### config.mk
export PLATFORM = sky130hd
export DESIGN_NAME = memory_arbiter_rr
export DESIGN_NICKNAME = d
export VERILOG_FILES = /design/src/rtl/memory_arbiter_rr.sv
export SDC_FILE = /design/constraint.sdc
export NUM_CORES = 1
export LEC_CHECK = 0
export ABC_CLOCK_PERIOD_IN_PS = 2600
export BUFFER_PORTS_ARGS = -buffer_cell sky130_fd_sc_hd__buf_2
export CAP_MARGIN = 0
export CORE_AREA = 2 2 167 169
export CTS_BUF_LIST = sky130_fd_sc_hd__clkbuf_16
export DETAILED_ROUTE_END_ITERATION = 16
export DIE_AREA = 0 0 169 171
export PLACE_DENSITY_LB_ADDON = 0.15
export SETUP_SLACK_MARGIN = 0.05
export SKIP_CTS_REPAIR_TIMING = 1
export SLEW_MARGIN = 15
export SYNTH_ARGS = -nofsm -noshare
export SYNTH_HDL_FRONTEND = slang
export SYNTH_SLANG_ARGS = --single-unit
export TNS_END_PERCENT = 100
### constraint.sdc
create_clock -name CLK -period 2.6 [get_ports CLK]
set_input_delay 0.52 -clock CLK [delete_from_list [all_inputs] [get_ports CLK]]
set_output_delay 0.52 -clock CLK [all_outputs]
set_load 0.02 [all_outputs]
### src/rtl/memory_arbiter_rr.sv
// memory_arbiter_rr: round-robin arbiter that folds the instruction and data
// channels of CPUS caches onto one RAM port. Requester 2k is the data channel
// of CPU k, requester 2k+1 its instruction channel. A grant is chosen in IDLE,
// held in OWN until RAM reports completion or the owner withdraws, and the
// round-robin pointer only advances past a requester that actually completed.
//
// Optional feature: define MEMARB_DPRIO_EN to give data channels strict
// priority over instruction channels during arbitration.
module memory_arbiter_rr #(
    parameter int         CPUS       = 2,
    parameter int         WORD_W     = 32,
    parameter logic [1:0] RAM_ACCESS = 2'b10
) (
    input  logic                     CLK,
    input  logic                     nRST,
    input  logic [CPUS-1:0]          iREN,
    input  logic [CPUS*WORD_W-1:0]   iaddr,
    input  logic [CPUS-1:0]          dREN,
    input  logic [CPUS-1:0]          dWEN,
    input  logic [CPUS*WORD_W-1:0]   daddr,
    input  logic [CPUS*WORD_W-1:0]   dstore,
    output logic [CPUS-1:0]          iwait,
    output logic [CPUS-1:0]          dwait,
    output logic [CPUS*WORD_W-1:0]   iload,
    output logic [CPUS*WORD_W-1:0]   dload,
    output logic                     ramREN,
    output logic                     ramWEN,
    output logic [WORD_W-1:0]        ramaddr,
    output logic [WORD_W-1:0]        ramstore,
    input  logic [WORD_W-1:0]        ramload,
    input  logic [1:0]               ramstate
);

    localparam int N     = 2 * CPUS;
    localparam int IDX_W = $clog2(N);

    typedef enum logic {
        IDLE,
        OWN
    } state_t;

    state_t           state, state_next;
    logic [IDX_W-1:0] g, g_next;
    logic [IDX_W-1:0] ptr, ptr_next;
    logic [IDX_W-1:0] pick;
    logic [N-1:0]     req;
    logic [N-1:0]     search_req;
    logic [CPUS-1:0]  data_req;
    logic             owner_active;
    logic             done;

    // (base + off) mod N for base < N and 0 <= off < N; N need not be a power of two.
    function automatic logic [IDX_W-1:0] wrap_add(input logic [IDX_W-1:0] base, input int off);
        int s;
        s = int'(base) + off;
        if (s >= N) s = s - N;
        return IDX_W'(s);
    endfunction

    // Flatten the per-CPU request lines into the requester vector; a data
    // channel requests on either read or write.
    always_comb begin
        // NOTE: every combinational output gets a default before any branch,
        // so no path leaves a signal unassigned and no latch is inferred.
        req      = '0;
        data_req = dREN | dWEN;
        for (int k = 0; k < CPUS; k++) begin
            req[2*k]   = data_req[k];
            req[2*k+1] = iREN[k];
        end
    end

    // Candidate set for arbitration (data-only when data priority applies).
    always_comb begin
        search_req = req;
`ifdef MEMARB_DPRIO_EN
        if (|data_req) begin
            for (int k = 0; k < CPUS; k++) search_req[2*k+1] = 1'b0;
        end
`endif
    end

    // Round-robin pick: first candidate at ptr, ptr+1, ... (mod N). Scanning
    // from the far end means the nearest candidate is the one that sticks.
    always_comb begin
        pick = ptr;
        for (int i = N - 1; i >= 0; i--) begin
            if (search_req[wrap_add(ptr, i)]) pick = wrap_add(ptr, i);
        end
    end

    assign owner_active = (state == OWN) && req[g];
    assign done         = owner_active && (ramstate == RAM_ACCESS);

    // Next-state logic: arbitrate in IDLE, hold the grant in OWN until
    // completion (advance pointer) or withdrawal (pointer untouched).
    always_comb begin
        state_next = state;
        g_next     = g;
        ptr_next   = ptr;
        case (state)
            IDLE: begin
                if (|req) begin
                    g_next     = pick;
                    state_next = OWN;
                end
            end
            OWN: begin
                if (!req[g]) begin
                    state_next = IDLE;
                end else if (ramstate == RAM_ACCESS) begin
                    ptr_next   = wrap_add(g, 1);
                    state_next = IDLE;
                end
            end
            default: state_next = IDLE;
        endcase
    end

    // State, grant and pointer registers.
    always_ff @(posedge CLK or negedge nRST) begin
        if (!nRST) begin
            state <= IDLE;
            g     <= '0;
            ptr   <= '0;
        end else begin
            // NOTE: sequential state uses non-blocking assignments so every
            // register samples pre-edge values regardless of statement order.
            state <= state_next;
            g     <= g_next;
            ptr   <= ptr_next;
        end
    end

    // RAM drive and wait lines follow the owner's live inputs; because they
    // decode the registered state, an asynchronous reset drops them at once.
    always_comb begin
        ramREN   = 1'b0;
        ramWEN   = 1'b0;
        ramaddr  = '0;
        ramstore = '0;
        iwait    = '1;
        dwait    = '1;
        if (owner_active) begin
            for (int k = 0; k < CPUS; k++) begin
                if (g == IDX_W'(2*k)) begin
                    ramaddr = daddr[k*WORD_W +: WORD_W];
                    if (dWEN[k]) begin
                        ramWEN   = 1'b1;
                        ramstore = dstore[k*WORD_W +: WORD_W];
                    end else begin
                        ramREN = 1'b1;
                    end
                    dwait[k] = !done;
                end
                if (g == IDX_W'(2*k+1)) begin
                    ramREN   = 1'b1;
                    ramaddr  = iaddr[k*WORD_W +: WORD_W];
                    iwait[k] = !done;
                end
            end
        end
    end

    // Read data is broadcast; each cache qualifies it with its own wait line.
    assign iload = {CPUS{ramload}};
    assign dload = {CPUS{ramload}};

endmodule

# Word-level counts from Yosys, hierarchy flattened
# Cells that the tools add are included.
# W data, S select, Z words.
[totals]
regBits = 5
out_inout_bits = 198
[classes]
n_reduce_logical = 7
n_addsub = 9
eq_ne = 4
n_mux = 51
n_lt_le_gt_ge = 10
bitwise_logic = 2
[ops]
columns = ["operator", "n"]
rows = [
  ["$mux W32", 10],
  ["$mux W1", 24],
  ["$mux W2", 11],
  ["$lt A2 B3 Y1 const B", 5],
  ["$ge A3 B3 Y1 const B", 4],
  ["$bmux W1 S2", 5],
  ["$sub A2 B1 Y2 const B", 5],
  ["$add A2 B1 Y3 const B", 2],
  ["$add A2 B2 Y3 const B", 2],
  ["$eq A2 B2 Y1 const B", 3],
  ["$reduce_or A4 Y1", 1],
  ["$ge A2 B3 Y1 const B", 1],
  ["$reduce_and A3 Y1", 1],
  ["$eq A2 B1 Y1 const B", 1],
  ["$logic_and A1 B1 Y1", 2],
  ["$logic_not A2 Y1", 1],
  ["$or A2 B2 Y2", 1],
  ["$pmux W1 S2", 1],
  ["$reduce_and A2 Y1", 1],
  ["$logic_not A1 Y1", 1],
  ["$not A1 Y1", 1],
]

# Depth between registers and ports, before layout
# Gate-level depths: netlist of run 1.
[logic_depth]
word_depth = 9
mapped_depth = 8

# Least setup slack after synthesis of run 1
# OpenSTA, ideal clock, no wires.
[synth_path]
path_kind = "reg2out"
from = "register g[0]"
to = "output port ramstore[0]"
path_buffers = 2
path_slack_ps = 177
path_stages_with_launch = 9
arrival_time_ps = 1903
path_cell_list = "dfrtp_1 -> inv_1 -> ha_1 -> and2_1 -> clkbuf_1 -> nor2_2 -> clkbuf_1 -> a22oi_1 -> nor2_1"
[synth_between]
elab_chain_cells = 5
elab_cells_between_ends = 9
[synth_rtl]
columns = ["element", "line_no", "text"]
rows = [
  ["from (decl)", "43", "logic [IDX_W-1:0] g, g_next;"],
  ["from (signal assigned)", "130", "g <= g_next;"],
  ["$logic_not A2 Y1", "146", "if (g == IDX_W'(2*k)) begin"],
  ["$mux W32", "146", ""],
  ["$mux W32", "148", "if (dWEN[k]) begin"],
  ["$mux W32", "146", ""],
  ["$mux W32 (*)", "144", "if (owner_active) begin"],
  ["to (decl)", "29", "output logic [WORD_W-1:0] ramstore,"],
]
# Mark *: on every way between the ends. The rest lies on a longest branch, timed or not. The select of a mux whose other input is x is not followed.

# Final worst setup path of run 1
[layout_path]
from = "register g[0]"
to = "output port ramaddr[14]"
[layout_between]
elab_chain_cells = 6
elab_cells_between_ends = 12
[layout_rtl]
columns = ["element", "line_no", "text"]
rows = [
  ["$logic_not A2 Y1", "146", ""],
  ["$mux W32", "146", ""],
  ["$mux W32", "156", "if (g == IDX_W'(2*k+1)) begin"],
  ["$mux W32", "146", ""],
  ["$mux W32", "156", ""],
  ["$mux W32 (*)", "144", ""],
  ["to (decl)", "28", "output logic [WORD_W-1:0] ramaddr,"],
]
# Marks and branches as above.

==> qor.yml, run 1 <==
status:
  status: "completed"
placement:
  portBuffers: 271
  dpl_cell_area_um2: 4000
  gp_congestion: 0.739
  place_ws_ns: 0.0733
  hpwl_um: 12300
  dp_cells: 938
sta:
  slew_headroom: 0.607
  finalHoldViolCount: 0
  setup_viol: 0
  max_freq_ghz: 0.393
  whs_ns: 0.110
  tightest_slew_ns: 0.589
  clock_skew_ns: 0.000739
  slew_violations: 0
  rsz0062_at_grt: "yes"
  fin_tns_setup_ns: 0
  setup_ws_ns: 0.0557
  fin_crit_sh: 0.979
  period_minus_slack_ns: 2.54
pwr:
  pwr-share-comb: 0.925
  powerDensity_nw_per_um2: 1180
  leakagePower_nw: 2.29
  p_clk_frac: 0.046
  peakVddDrop_mv: 0.273
  power.switching_mw: 2.75
  p_seq_frac: 0.029
  internal_power_mw: 2.64
  finalPower_mw: 5.39
  swShare: 0.510
die:
  row_count: 61
  initial_core_util: 0.108
  fp.dieW_um: 169
  die-area_um2: 28900
  io-pin-count: 432
  fp.dieH_um: 171
  fp.coreArea_um2: 27300
cts:
  cts_tree: "yes"
  cts_sinks: 5
  clk_path_buf_depth: 2
  clk_latency_ns: 0.23
  cts_htree_levels: 1
  numCtsBuffers: 3
  clk_pin_slew_ns: 0.03
  cts_root_buf: "clkbuf_16"
final_layout:
  fin_nets: 849
  drive_above_1_share: 0.598
  syn_to_final_growth_pct: 55.6
  fin_cells: 956
  antenna_cells: 0
  utilization: 0.167
  fin_area_um2: 4570
yosys:
  ys_ff_latch: 5
  synth_nets: 684
  syn_inst: 446
  synthFlopType: "dfrtp_1"
  synth_common_cells: "buf_4 (129), a21oi_1 (37), inv_1 (36)"
  synthesis.area_um2: 2940
  synthMostInstantiatedCell: "buf_4"
  synth_top_area_frac: 0.330
  avgSynthCellArea_um2: 6.59
  synth_area_leaders: "buf_4 (33%), a211o_1 (9.2%), a221oi_1 (9.2%)"
  ys_types: 32
  yosysWarnings: 0
  ys_seq_area_frac: 0.0426
  yosysTopAreaCell: "buf_4"
  ys_async_sr_fraction: 1.00
  synth_edf_count: 0
route:
  routed_via_density: 3.85
  routed_wl_um: 15100
  wl_met3_um: 1290
  met2_length_um: 7740
  ant_nets: 0
  wl_met1_um: 5740
  vias: 3682
  firstDrtPassIters: 4
  drc: 0
  wl_per_cell_um: 15.8
  drt_iter0_drc: 97
  top_layer: "met4"
flow_run:
  drv_cap: 0
worst_setup_path:
  critical_path_class: "flop to output port"
  crit_path_end_kind: "output port"
  critPathMaxFanout: 9
  cp_data_required_time_ns: 2.08
  worstPathArrival_ns: 2.02
  cp-start-kind: "flop"
global_route:
  antenna_found_initial: 0
  grt.overflow.total: 0
  grt_max_degree: 39
  track_usage: 0.0896
  grt_pass1_vias: 3530
  grt_pass1_wl_um: 20100
hold_path:
  hold_path.class: "primary input to async pin"
-- registers in the layout, indices dropped and copies added, names as in the netlist --
| name | count |
|---|---|
| g | 2 |
| ptr | 2 |
| state | 1 |
-- per-layer routing --
metal | GRT usage | up-vias
met1 | 0.0981 | 1632
met5 | 0 | -
met4 | 0.0212 | 0
met2 | 0.176 | 247
met3 | 0.0185 | 34
li1 | - | 1769
-- logic make-up (layout without fill, tap and decap cells) --
kind of cell               count (synthesis)  count (layout)  synth area share
AOI/OAI and AO/OA                        149             149             0.377
adders and majority gates                  4               4            0.0170
buffers and inverters                    199             363             0.430
DFF                                        5               5            0.0426
muxes                                      3               3            0.0115
and+or+nand+nor                           86              86             0.122
-- final timing paths --
check,end,from,slack [ns],cells past startpoint
max in group asynchronous,g[1]$_DFFE_PN0P_,nRST,2.35,1
setup / recovery,ramaddr[14],g[0]$_DFFE_PN0P_,0.06,8
hold reg to reg,ptr[0]$_DFFE_PN0P_,ptr[0]$_DFFE_PN0P_,0.63,1
min in group CLK,ptr[0]$_DFFE_PN0P_,ptr[0]$_DFFE_PN0P_,0.63,1
hold / removal,ptr[0]$_DFFE_PN0P_,nRST,0.11,1
setup reg to reg,ptr[1]$_DFFE_PN0P_,g[0]$_DFFE_PN0P_,0.71,6
-- power by group through the flow --
stage | registers, mW | logic (mW) | clock network [mW]
final | 0.158 | 4.98 | 0.245
after global placement | 0.160 | 4.26 | 0
after detailed placement | 0.156 | 4.22 | 0
after floorplan | 0.153 | 2.72 | 0
after CTS | 0.156 | 4.23 | 0.248
after global routing | 0.164 | 5.42 | 0.256
-- critical path, cell delays in order, from the launching register on --
cell and delay (ns):
dfrtp_1 0.39, buf_4 0.16, or3_1 0.30, o2111a_2 0.20, nor2_4 0.19, buf_12 0.17
buf_12 0.13, a21oi_1 0.07, buf_4 0.17
-- final cells by class --
type                       instances  area, um^2
tap                              346         433
inverter                          36         135
timing repair buffer             323        2100
multi-input combinational        242        1700
fill                            3207       22800
sequential                         5         125
clock inverter                     1        3.75
clock buffer                       3        75.1
-- cell usage in the layout (no fill, tap or decap), drive strengths merged, types with 2 or more instances in the layout --
cell    Yosys  final
a211oi      2      2
o21ai       5      5
buf       142    320
ha          4      4
o211ai      4      4
inv        36     37
a21oi      37     37
clkbuf     21      6
nor3        6      6
a22oi      34     34
nand2      35     35
dfrtp       5      5
a211o      31     31
nor2       37     37
mux2        3      3
nor2b       5      5
a221oi     31     31
No activity file was read; power rests on OpenSTA's default activity.
==> inputs of run 2 (changes only) <==
Settings changed: CTS_BUF_LIST sky130_fd_sc_hd__clkbuf_16 to sky130_fd_sc_hd__clkbuf_2.
==> run 2 against run 1 <==
Worst setup slack got worse by 0.0047 ns; sequential share of layout area about the same; fmax down 0.18%; highest routed layer unchanged.
==> qor.yml, run 2 (synthesis results as in run 1) <==
pwr:
  swShare: 0.525  # +0.0150
  p_seq_frac: 0.030  # about the same
  pwr-share-comb: 0.956  # +0.031
  finalPower_mw: 5.21  # -3.3%
  peakVddDrop_mv: 0.272  # -0.58%
  internal_power_mw: 2.47  # -6.3%
  power.switching_mw: 2.74  # -0.47%
  leakagePower_nw: 2.26  # -1.2%
  powerDensity_nw_per_um2: 1160  # -2.0%
  p_clk_frac: 0.013  # -0.033
worst_setup_path:
  crit_path_end_kind: "output port"
  critical_path_class: "flop to output port"
  path_depth: 9  # +1
  rr_endpoint: "ptr[1]$_DFFE_PN0P_"
  crit_slowest_cell: "dfrtp_1"
  critPathMaxFanout: 9  # unchanged
  cp-start-kind: "flop"
  cp-endpoint: "ramaddr[14]"
  path_buf_inv: 6  # +2
  cp_data_required_time_ns: 2.08  # about the same
  regToRegSetupSlack_ns: 0.72  # about the same
  critical_path.top_delay_family: "buffers and inverters"
  crit_start: "g[0]$_DFFE_PN0P_"
  slowest_delay_ns: 0.38  # about the same
  worstPathArrival_ns: 2.03  # about the same
  cp_common_cell: "buf_4"
  path_cells: "inv_2, buf_4, buf_4, a211oi_4, nor2_4, buf_12, buf_12, a21oi_1, buf_4"
  rr_startpoint: "g[0]$_DFFE_PN0P_"
  ff2ff_path_depth: 6  # unchanged
cts:
  clk_latency_ns: 0.21  # -0.02 ns
  clk_path_buf_depth: 2  # unchanged
  cts_tree: "yes"
  cts_htree_levels: 1  # unchanged
  clk_pin_slew_ns: 0.06  # +0.03 ns
  numCtsBuffers: 3  # unchanged
  cts_root_buf: "clkbuf_2"
  cts_sinks: 5  # unchanged
route:
  drt_iter0_drc: 99  # +2.1%
  wl_per_cell_um: 15.8  # -0.12%
  drc: 0  # unchanged
  firstDrtPassIters: 4  # unchanged
  vias: 3682  # unchanged
  routed_wl_um: 15100  # -0.12%
  ant_nets: 0  # unchanged
  routed_via_density: 3.85  # unchanged
sta:
  finalHoldViolCount: 0  # unchanged
  whs_ns: 0.119  # +0.00903 ns
  setup_viol: 0  # unchanged
  period_minus_slack_ns: 2.55  # +0.00470 ns
  fin_crit_sh: 0.980  # +0.00181
  clock_skew_ns: 0.00477  # +0.00403 ns
  tightest_slew_ns: 0.583  # -0.00593 ns
  max_freq_ghz: 0.392  # -0.18%
  slew_headroom: 0.611  # +0.00396
  rsz0062_at_grt: "yes"
  slew_violations: 0  # unchanged
final_layout:
  syn_to_final_growth_pct: 53.5
  layout_commonest_cell: "buf_2"
  fin_cells: 956  # unchanged
  reg_top3: "g x2, ptr x2, state x1"
  fin_nets: 849  # unchanged
  layout_common_cells: "buf_2 (235), buf_4 (58), nor2_1 (34), nand2_1 (34), inv_1 (34)"
  fin_area_um2: 4510  # -1.4%
  antenna_cells: 0  # unchanged
  drive_above_1_share: 0.600  # +0.00164
placement:
  dp_cells: 938  # unchanged
  portBuffers: 271  # unchanged
  gp_congestion: 0.739  # unchanged
  hpwl_um: 12300  # unchanged
  dpl_cell_area_um2: 4000  # unchanged
global_route:
  grt_max_degree: 39  # unchanged
  grt_pass1_wl_um: 20000  # -0.31%
  grt_pass1_vias: 3510  # -0.57%
  track_usage: 0.0893  # -0.000299
  antenna_found_initial: 0  # unchanged
  grt.overflow.total: 0  # unchanged
die:
  fp.coreArea_um2: 27300  # unchanged
  fp.dieH_um: 171  # unchanged
  initial_core_util: 0.108  # unchanged
  io-pin-count: 432  # unchanged
  die-area_um2: 28900  # unchanged
  row_count: 61  # unchanged
  fp.dieW_um: 169  # unchanged
status:
  status: "completed"
flow_run:
  drv_cap: 0  # unchanged
hold_path:
  hold_path.class: "primary input to async pin"
run 2: cell types whose count changed in the layout (fill, tap and decap cells not counted):
cell,change
clkbuf_2,+4
clkbuf_16,-3
buf_6,+1
buf_8,-1
inv_1,-1
run 2: worst min-delay path by stage:
stage                              end  cells after the start
floorplan             g[0]$_DFFE_PN0P_                      0
global placement    ptr[0]$_DFFE_PN0P_                      1
detailed placement  ptr[0]$_DFFE_PN0P_                      1
CTS                 ptr[0]$_DFFE_PN0P_                      1
global route        ptr[0]$_DFFE_PN0P_                      1
finish              ptr[0]$_DFFE_PN0P_                      1
run 2: final cells by class:
| class | count | area (um^2) |
|---|---|---|
| repair buffers | 323 | 2100 |
| flip-flops and latches | 5 | 125 |
| well taps | 346 | 433 |
| multi-input cells | 242 | 1700 |
| inverters | 36 | 135 |
| fillers | 3214 | 22800 |
| clock buffers | 4 | 20.0 |
run 2: power by group through the flow:
stage	clock network, mW	registers [mW]	logic [mW]
after detailed placement	0	0.156	4.22
after global routing	0.0764	0.164	5.41
after floorplan	0	0.153	2.72
after CTS	0.0735	0.155	4.23
final	0.0695	0.158	4.98
after global placement	0	0.160	4.26
run 2: stage by stage:
stage	setup slack (ns)	TNS [ns]	util
floorplan	0.177	0	-
CTS	-0.116	-1.28	0.147
finish	0.0510	0	0.165
global placement	0.0914	0	0.146
detailed placement	0.0733	0	0.146
global route	-0.0473	-0.579	0.165
run 2: routing by layer:
layer,vias up,global-route usage,routed length (um)
li1,1768,-,-
met1,1617,0.0980,5730
met2,256,0.175,7710
met3,41,0.0178,1280
met4,0,0.0212,344
met5,-,0,0
run 2: worst reg2reg max path: cells and delay by family (launching register included):
family / cells / cell delay, ns
buffers and inverters: 2 / 0.31
AOI/OAI and AO/OA: 2 / 0.39
and+or+nand+nor: 1 / 0.30
DFF: 1 / 0.40
muxes: 1 / 0.36
==> inputs of run 3 (changes only) <==
Settings changed: CORE_AREA 2 2 167 169 to 2 2 169 171, DIE_AREA 0 0 169 171 to 0 0 171 173.
==> run 3 against run 2 <==
Clock power is 7.8% higher; fmax decreased by 1.3%; cell count increased by 2.1%; register-to-register slack got worse by 0.02 ns; utilization up 0.28 points; final area grew 2.8%; sequential power is 5% higher; power up 7.1%; largest power group unchanged; combinational power grew 7.2%.
==> qor.yml, run 3 (synthesis results as in run 1) <==
global_route:
  track_usage: 0.0890  # -0.000345
  grt_pass1_vias: 3628  # +3.4%
  antenna_found_initial: 3  # +3
  grt_pass1_wl_um: 20300  # +1.6%
  grt_max_degree: 45  # +15%
  grt.overflow.total: 0  # unchanged
sta:
  whs_ns: 0.111  # -0.00847 ns
  period_minus_slack_ns: 2.58  # +0.0327 ns
  tightest_slew_ns: 0.459  # -0.124 ns
  fin_crit_sh: 0.993  # +0.0126
  slew_violations: 0  # unchanged
  max_freq_ghz: 0.387  # -1.3%
  finalHoldViolCount: 0  # unchanged
  clock_skew_ns: 0.00641  # +0.00164 ns
  rsz0062_at_grt: "yes"
  setup_viol: 0  # unchanged
  slew_headroom: 0.694  # +0.0832
worst_setup_path:
  crit_path_end_kind: "output port"
  critPathMaxFanout: 10  # +1
  critical_path_class: "flop to output port"
  critical_path.top_delay_family: "buffers and inverters"
  crit_slowest_cell: "dfrtp_2"
  worstPathArrival_ns: 2.06  # +0.03 ns
  path_cells: "buf_4, or3_4, o2111a_2, nor2_4, buf_12, clkbuf_16, nor2_1, buf_2"
  path_buf_inv: 4  # -2
  cp-start-kind: "flop"
  cp_data_required_time_ns: 2.08  # about the same
  slowest_delay_ns: 0.44  # +0.06 ns
pwr:
  pwr-share-comb: 0.957  # about the same
  p_seq_frac: 0.030  # about the same
  leakagePower_nw: 2.26  # about the same
  swShare: 0.528  # +0.00261
  power.switching_mw: 2.95  # +7.7%
  internal_power_mw: 2.63  # +6.5%
  peakVddDrop_mv: 0.353  # +30%
  finalPower_mw: 5.58  # +7.1%
  p_clk_frac: 0.013  # about the same
  powerDensity_nw_per_um2: 1200  # +4.2%
route:
  vias: 3670  # -0.33%
  ant_nets: 0  # unchanged
  wl_per_cell_um: 17.4  # +11%
  routed_via_density: 3.76  # -2.4%
  drc: 0  # unchanged
  firstDrtPassIters: 4  # unchanged
  drt_iter0_drc: 114  # +15%
  routed_wl_um: 17000  # +13%
cts:
  cts_sinks: 5  # unchanged
  cts_tree: "yes"
  cts_root_buf: "clkbuf_2"
  clk_path_buf_depth: 2  # unchanged
  numCtsBuffers: 3  # unchanged
  cts_htree_levels: 1  # unchanged
  clk_latency_ns: 0.22  # about the same
  clk_pin_slew_ns: 0.06  # about the same
final_layout:
  syn_to_final_growth_pct: 57.8
  utilization: 0.168  # +0.00280
  fin_nets: 834  # -1.8%
  drive_above_1_share: 0.620  # +0.0202
  reg_top3: "g x2, ptr x2, state x1"
  fill_cells: 3276  # +1.9%
  layout_commonest_cell: "buf_2"
  layout_common_cells: "buf_2 (228), buf_4 (45), nor2_1 (35)"
  fin_cells: 976  # +2.1%
placement:
  portBuffers: 271  # unchanged
  gp_congestion: 0.701  # -5.1%
  hpwl_um: 12000  # -3.1%
  dp_cells: 949  # +1.2%
die:
  fp.dieH_um: 173  # +1.2%
  die-area_um2: 29600  # +2.4%
  initial_core_util: 0.106  # -0.00119
  fp.coreArea_um2: 27600  # +1.1%
  io-pin-count: 432  # unchanged
  row_count: 61  # unchanged
  fp.dieW_um: 171  # +1.2%
hold_path:
  hold_path.class: "primary input to async pin"
flow_run:
  drv_cap: 0  # unchanged
status:
  status: "completed"
## run 3: routing by layer
metal,part of all wire,up-vias,track usage
met1,0.36,1668,0.0866
met5,0.00076,-,0
met3,0.088,17,0.0318
met4,0.012,2,0.0138
li1,-,1748,-
met2,0.54,235,0.179
## run 3: power by group through the flow
stage,sequential [mW],clock [mW],combinational [mW]
after floorplan,0.153,0,2.72
after global placement,0.168,0,3.91
after detailed placement,0.165,0,3.85
after CTS,0.165,0.0782,3.86
after global routing,0.171,0.0863,5.74
final,0.166,0.0749,5.34
## run 3: worst reg2reg max path: stages (launching register included)
cell and delay (ns):
dfrtp_2 0.44, buf_4 0.15, or3_4 0.31, o2111a_2 0.18
buf_4 0.15, o21ai_1 0.19, mux2_2 0.36
## run 3: metrics by stage
| step | setup slack [ns] | cell area (um^2) | TNS [ns] |
|---|---|---|---|
| floorplan | 0.177 | 2940 | 0 |
| global placement | -0.0636 | 3880 | -0.0636 |
| detailed placement | -0.0964 | 3880 | -0.0964 |
| CTS | -0.370 | 3910 | -2.96 |
| global route | -0.123 | 4630 | -3.87 |
| finish | 0.0183 | 4640 | 0 |
## run 3: final cells by class
| cell class | instances | area (um^2) | share of cell area |
|---|---|---|---|
| repair buffers | 308 | 2100 | 0.453 |
| flip-flops and latches | 5 | 126 | 0.0273 |
| well taps | 378 | 473 | 0.102 |
| inverters | 36 | 135 | 0.0291 |
| diodes | 3 | 7.51 | 0.00162 |
| clock buffers | 4 | 20.0 | 0.00432 |
| multi-input cells | 242 | 1780 | 0.383 |
## run 3: final timing paths
check	startpoint	to	slack, ns	depth (start not counted)
max in group asynchronous	nRST	g[0]$_DFFE_PN0P_	2.32	1
worst min-delay path	nRST	state$_DFF_PN0_	0.11	1
worst min register to register	ptr[0]$_DFFE_PN0P_	ptr[0]$_DFFE_PN0P_	0.65	1
min in group CLK	ramstate[0]	state$_DFF_PN0_	0.65	3
worst max register to register	g[0]$_DFFE_PN0P_	ptr[0]$_DFFE_PN0P_	0.70	6
worst max-delay path	g[0]$_DFFE_PN0P_	ramstore[8]	0.02	8
